--- config.mk ---
export PLATFORM = sky130hd
export DESIGN_NAME = bf_result_fetch
export DESIGN_NICKNAME = d
export VERILOG_FILES = /design/src/rtl/bf_fetch_pkg.sv /design/src/rtl/bf_sync_fifo.sv /design/src/rtl/bf_result_fetch.sv
export SDC_FILE = /design/constraint.sdc
export NUM_CORES = 1
export LEC_CHECK = 0
export BUFFER_PORTS_ARGS = -buffer_cell sky130_fd_sc_hd__buf_2
export CORE_MARGIN = 2
export CORE_UTILIZATION = 50
export CTS_CLUSTER_DIAMETER = 80
export DETAILED_ROUTE_END_ITERATION = 8
export PLACE_DENSITY = 0.77
export SYNTH_ARGS = -nofsm -noshare
export SYNTH_HDL_FRONTEND = slang
export SYNTH_SLANG_ARGS = --single-unit
--- constraint.sdc ---
create_clock -name clk -period 2 [get_ports clk]
set_input_delay 0.2 -clock clk [delete_from_list [all_inputs] [get_ports clk]]
set_output_delay 0.2 -clock clk [all_outputs]
set_load 0.02 [all_outputs]
--- src/rtl/bf_fetch_pkg.sv ---
// Shared types and defaults for the Balsa result-fetch block.
// Holds the handshake FSM encoding and the FIFO occupancy-width helper.
package bf_fetch_pkg;

   localparam int DW_DEF    = 8;
   localparam int DEPTH_DEF = 4;

   typedef enum logic [1:0] {
      IDLE = 2'd0,
      REQ  = 2'd1,
      RTZ  = 2'd2
   } fetch_state_e;

   // Occupancy must be able to represent DEPTH itself, hence the extra bit.
   function automatic int cnt_w(input int depth);
      return $clog2(depth) + 1;
   endfunction

endpackage

--- src/rtl/bf_sync_fifo.sv ---
// Small synchronous FIFO with a registered head; no fall-through.
// dout holds its last value while the FIFO is empty.
module bf_sync_fifo
   import bf_fetch_pkg::*;
#(
   parameter int DW    = DW_DEF,
   parameter int DEPTH = DEPTH_DEF,
   localparam int AW   = $clog2(DEPTH),
   localparam int CW   = cnt_w(DEPTH)
) (
   input  logic          clk,
   input  logic          rst,
   input  logic          push,
   input  logic [DW-1:0] din,
   input  logic          pop,
   output logic          full,
   output logic          empty,
   output logic [DW-1:0] dout,
   output logic [CW-1:0] count
);

   logic [DW-1:0] mem_q [DEPTH];
   logic [AW-1:0] wr_ptr_q, wr_ptr_d;
   logic [AW-1:0] rd_ptr_q, rd_ptr_d;
   logic [CW-1:0] count_q, count_d;
   logic [DW-1:0] dout_q, dout_d;
   logic          valid_q, valid_d;
   logic          do_push, do_pop;

   assign do_push = push && (count_q != CW'(DEPTH));
   assign do_pop  = pop && valid_q;

   always_comb begin
      wr_ptr_d = wr_ptr_q;
      rd_ptr_d = rd_ptr_q;
      count_d  = count_q;
      dout_d   = dout_q;
      if (do_push) wr_ptr_d = wr_ptr_q + AW'(1);
      if (do_pop)  rd_ptr_d = rd_ptr_q + AW'(1);
      if (do_push && !do_pop)      count_d = count_q + CW'(1);
      else if (do_pop && !do_push) count_d = count_q - CW'(1);
      valid_d = (count_d != '0);
      // The new head may be the word being written this very edge.
      if (valid_d) begin
         if (do_push && (wr_ptr_q == rd_ptr_d)) dout_d = din;
         else                                   dout_d = mem_q[rd_ptr_d];
      end
   end

   always_ff @(posedge clk) begin
      if (rst) begin
         wr_ptr_q <= '0;
         rd_ptr_q <= '0;
         count_q  <= '0;
         dout_q   <= '0;
         valid_q  <= 1'b0;
      end else begin
         wr_ptr_q <= wr_ptr_d;
         rd_ptr_q <= rd_ptr_d;
         count_q  <= count_d;
         dout_q   <= dout_d;
         valid_q  <= valid_d;
      end
   end

   always_ff @(posedge clk) begin
      if (do_push) mem_q[wr_ptr_q] <= din;
   end

   assign full  = (count_q == CW'(DEPTH));
   assign empty = !valid_q;
   assign dout  = dout_q;
   assign count = count_q;

endmodule

--- src/rtl/bf_result_fetch.sv ---
// Active-side 4-phase RTZ pull fetcher feeding a valid/ready FIFO.
// Define BF_FETCH_ACK_SYNC_EN to pass bf_a through a 2-flop synchronizer.
//
// state | meaning
// IDLE  | no handshake; may raise bf_r if enabled, space free, ack low
// REQ   | bf_r high, waiting for ack; data captured when ack seen
// RTZ   | bf_r low, waiting for ack to return to zero
module bf_result_fetch
   import bf_fetch_pkg::*;
#(
   parameter int DW    = DW_DEF,
   parameter int DEPTH = DEPTH_DEF
) (
   input  logic                      clk,
   input  logic                      rst,
   input  logic                      enable,
   output logic                      bf_r,
   input  logic                      bf_a,
   input  logic [DW-1:0]             bf_d,
   output logic                      m_valid,
   input  logic                      m_ready,
   output logic [DW-1:0]             m_data,
   output logic [cnt_w(DEPTH)-1:0]   count,
   output logic                      busy
);

   fetch_state_e state_q, state_d;
   logic         bf_r_q, bf_r_d;
   logic         busy_q;
   logic         ack_s;
   logic         push;
   logic         fifo_full, fifo_empty;

`ifdef BF_FETCH_ACK_SYNC_EN
   logic ack_meta_q, ack_sync_q;

   always_ff @(posedge clk) begin
      if (rst) begin
         ack_meta_q <= 1'b0;
         ack_sync_q <= 1'b0;
      end else begin
         ack_meta_q <= bf_a;
         ack_sync_q <= ack_meta_q;
      end
   end

   assign ack_s = ack_sync_q;
`else
   assign ack_s = bf_a;
`endif

   always_comb begin
      state_d = state_q;
      bf_r_d  = bf_r_q;
      push    = 1'b0;
      unique case (state_q)
         IDLE: begin
            // Ack must be low so a container still finishing RTZ is not re-requested.
            if (enable && !fifo_full && !ack_s) begin
               state_d = REQ;
               bf_r_d  = 1'b1;
            end
         end
         REQ: begin
            bf_r_d = 1'b1;
            if (ack_s) begin
               state_d = RTZ;
               bf_r_d  = 1'b0;
               push    = 1'b1;
            end
         end
         RTZ: begin
            bf_r_d = 1'b0;
            if (!ack_s) state_d = IDLE;
         end
         default: begin
            state_d = IDLE;
            bf_r_d  = 1'b0;
         end
      endcase
   end

   always_ff @(posedge clk) begin
      if (rst) begin
         state_q <= IDLE;
         bf_r_q  <= 1'b0;
         busy_q  <= 1'b0;
      end else begin
         state_q <= state_d;
         bf_r_q  <= bf_r_d;
         busy_q  <= (state_d != IDLE);
      end
   end

   bf_sync_fifo #(
      .DW    (DW),
      .DEPTH (DEPTH)
   ) u_fifo (
      .clk   (clk),
      .rst   (rst),
      .push  (push),
      .din   (bf_d),
      .pop   (m_valid && m_ready),
      .full  (fifo_full),
      .empty (fifo_empty),
      .dout  (m_data),
      .count (count)
   );

   assign bf_r    = bf_r_q;
   assign busy    = busy_q;
   assign m_valid = !fifo_empty;

endmodule

==> summary.txt <==
Critical path
  • R2R cell count: 8
  • Critical Path, Cell by Cell: inv_2 > ha_4 > and2_1 > o31ai_2 > nand4_1 > buf_4 > a211oi_1 > a311oi_2
  • CP arrival: 2140 ps
  • Crit-path max cell delay: around 380 ps
  • Max FO, Critical Path: 8
  • Worst Path Class, Setup: flip-flop to flip-flop
  • R2R setup slack: 40 ps
  • Worst Path Required: 2180 ps
  • CP Launch Type: flip-flop
  • Slowest cell on crit path: dfxtp_4
  • Crit path capture type: flip-flop

Layout
  • Final Non-Filler Cells: 323
  • Final net count: 272
  • Layout cells sized above 1: 28.85%
  • Area growth, synth to finish: 16.26%
  • Fillers: 412
  • Commonest cells after routing, fill and taps aside: 32 x edfxtp_1, 27 x buf_2, 20 x nor2_1
  • Antenna Cells: 0
  • Leading cell type in the layout, fill and taps excluded: edfxtp_1
  • Final instance area: slightly above 3000 um2

Clock tree
  • CTS Buf Count: 5
  • Hold_buf cts: 0
  • Clk slew on worst S/H paths: around 90 ps
  • CTS sink count: 52
  • Clk root buf: clkbuf_8
  • CTS tree: done
  • CTS H-tree lvls: 2
  • Clk_lat worst skew: 300 ps
  • Largest buffer count on any clock path: 2
  • Postcts setup bufs: 0

STA
  • Unrepaired setup endpoints after global routing: yes
  • Pins Over Slew Limit: 0
  • Slew of the pin with the lowest slew margin: approximately 410 ps
  • Crit share post-route: between 90% and 100%
  • Maximum clock rate: around 510 MHz
  • Final hold violations: 0
  • Final Setup Violations: 0
  • Post-layout min period: 1956 ps
  • Clock Skews: 10.45 ps
  • Max-slew headroom: 72.81%

Synthesis
  • Synth cell types: 42
  • Synth Area in XOR/XNOR: 2.026%
  • Mux contribution to synthesized area: 3.666%
  • Cell area after synthesis: 2594 um2
  • Synthesized flop and latch total: 52
  • Compound-Gate Fraction of Synth Area: 19.63%
  • Async set-reset flop share out of synthesis: 0%
  • Number of flops mapped to enable cells by yosys: 32
  • Main synth FF type: edfxtp_1
  • Synthesized Nets: 241
  • Post-synthesis simple-gate area fraction: 14.42%
  • Synth Instances: around 220
  • Seq/Total Area, Yosys: 52.48%
  • Post-synthesis area per instance: 11.74 um2
  • Largest family of logic cells by synthesized area: compound AO/OA/AOI/OAI gates
  • YS warnings: 0
  • Adder-cell share of the synthesized area: approximately 3.4%

Global routing
  • Vias in the first global route: 1682
  • Largest net degree at the start of global routing: 36
  • Total Routing Usage GR: a little under a fifth
  • Initial antenna violation count: 0
  • Gr ovfl total: 0
  • First-pass GRT wire length: 8383 um

Placement
  • Post-DP Area: 2878 um2
  • # port buffers: 26
  • RD Place Congestion: between 0.8 and 0.9
  • Cells after DPL: approximately 310
  • Detailed Place HPWL: ~3700 um

Routing
  • DR vias: 1865
  • Drt first-iter violations: 82
  • 1st-pass router iterations: 4
  • Detailed Route WL: 5238 um
  • Wirelength per Cell: 16.22 um
  • Detail Route Antenna Nets: 0
  • Vias per cell: 5.774
  • DRC Markers: 0

Floorplan
  • Die height: 76.03 um
  • CORE AREA: 5042 um2
  • Die ar.: 5780 um2
  • Starting Density: 51.44%
  • Die Wd: 76.03 um
  • Row cnt: 26
  • # IOs: 27

Power
  • Lkg Pwr: 1.063 nW
  • Pwr/cell area: 1132 nW/um2
  • Final Total Pwr: around 3.4 mW
  • Peak supply drop: roughly 0.73 mV

Worst hold path
  • Hold WC Path Type: input port to flip-flop
  • Hold Path Depth: 1

Job
  • MaxCap Viol Count: 0

Status
  • Status: finished clean
synthesized netlist by cell type (all sizes together) (6+ instances only):
master	count	area (um2)
edfxtp	32	960.9
dfxtp	20	400.4
nor2	20	75.07
a221o	15	150.1
nand2	15	56.30
buf	11	72.57
a211oi	10	75.07
a311oi	9	116.4
o311ai	9	78.83
mux2i	8	80.08
nand3b	8	60.06
ha	7	87.58
and2	6	40.04
clkbuf	6	22.52
per-stage QoR:
stage / util [%] / hold slack (ps) / setup slack [ps] / TNS (ps)
floorplan: - / 298.9 / 2.880 / 0
global route: 59.80 / 115.0 / -15.46 / -45.96
finish: 59.80 / 131.2 / 44.05 / 0
CTS: 58.78 / 116.5 / 24.04 / 0
global placement: 57.07 / 447.8 / 32.48 / 0
detailed placement: 57.07 / 440.8 / -10.27 / -13.12
report_power, final:
part	internal (mW)	switching, mW
combinational	0.636	0.819
sequential	1.28	0.103
clock	0.245	0.326
final cells by class:
type	instances	area [um2]	area share [%]
Clock buffer	6	72.57	2.407
Clock inverter	2	12.51	0.4149
Inverter	5	18.77	0.6224
Multi-Input combinational cell	147	1186	39.34
Sequential cell	52	1369	45.39
Tap cell	70	87.58	2.905
Timing Repair Buffer	41	269.0	8.921
worst max-delay path: cells and delay by family, from the launching register on:
kind            cells  cell delay, ps
buf+inv             2             270
flops               1             380
fa+ha+maj           1             150
simple gates        2             370
compound gates      3             670
path summary, 6_finish.rpt:
kind                                      start            endpoint
worst max register to register  u_fifo.count[1]      u_fifo.dout[5]
worst min-delay path                    bf_d[7]  u_fifo.mem_q[1][7]
worst max-delay path            u_fifo.count[1]      u_fifo.dout[5]
worst min register to register             bf_r                bf_r
layer usage:
| metal | track usage, % | wire [um] |
|---|---|---|
| met1 | 25.86 | 2413 |
| met2 | 28.57 | 2421 |
| met3 | 4.739 | 310 |
| met4 | 7.273 | 93 |
| met5 | 0 | 0 |
repair_timing:
| item | CTS | global route |
|---|---|---|
| cloned | 0 | 1 |
| setup endpoints to repair | 3 | 7 |
| pin swaps | 0 | 2 |
| resized for setup | 2 | 9 |
kinds of logic after synthesis:
group / Yosys count
fa+ha+maj: 7
buf+inv: 22
compound gates: 54
mux: 9
flops: 52
simple gates: 71
xor+xnor: 6
state kept, by name, summed over array words and instances, names as in the netlist:
name / flops
u_fifo.mem_q: 32
bf_r: 1
u_fifo.valid_q: 1
u_fifo.count: 3
u_fifo.rd_ptr_q: 2
state_q: 2
u_fifo.wr_ptr_q: 2
u_fifo.dout: 8
busy: 1
Power figures use the tool's default switching activity.
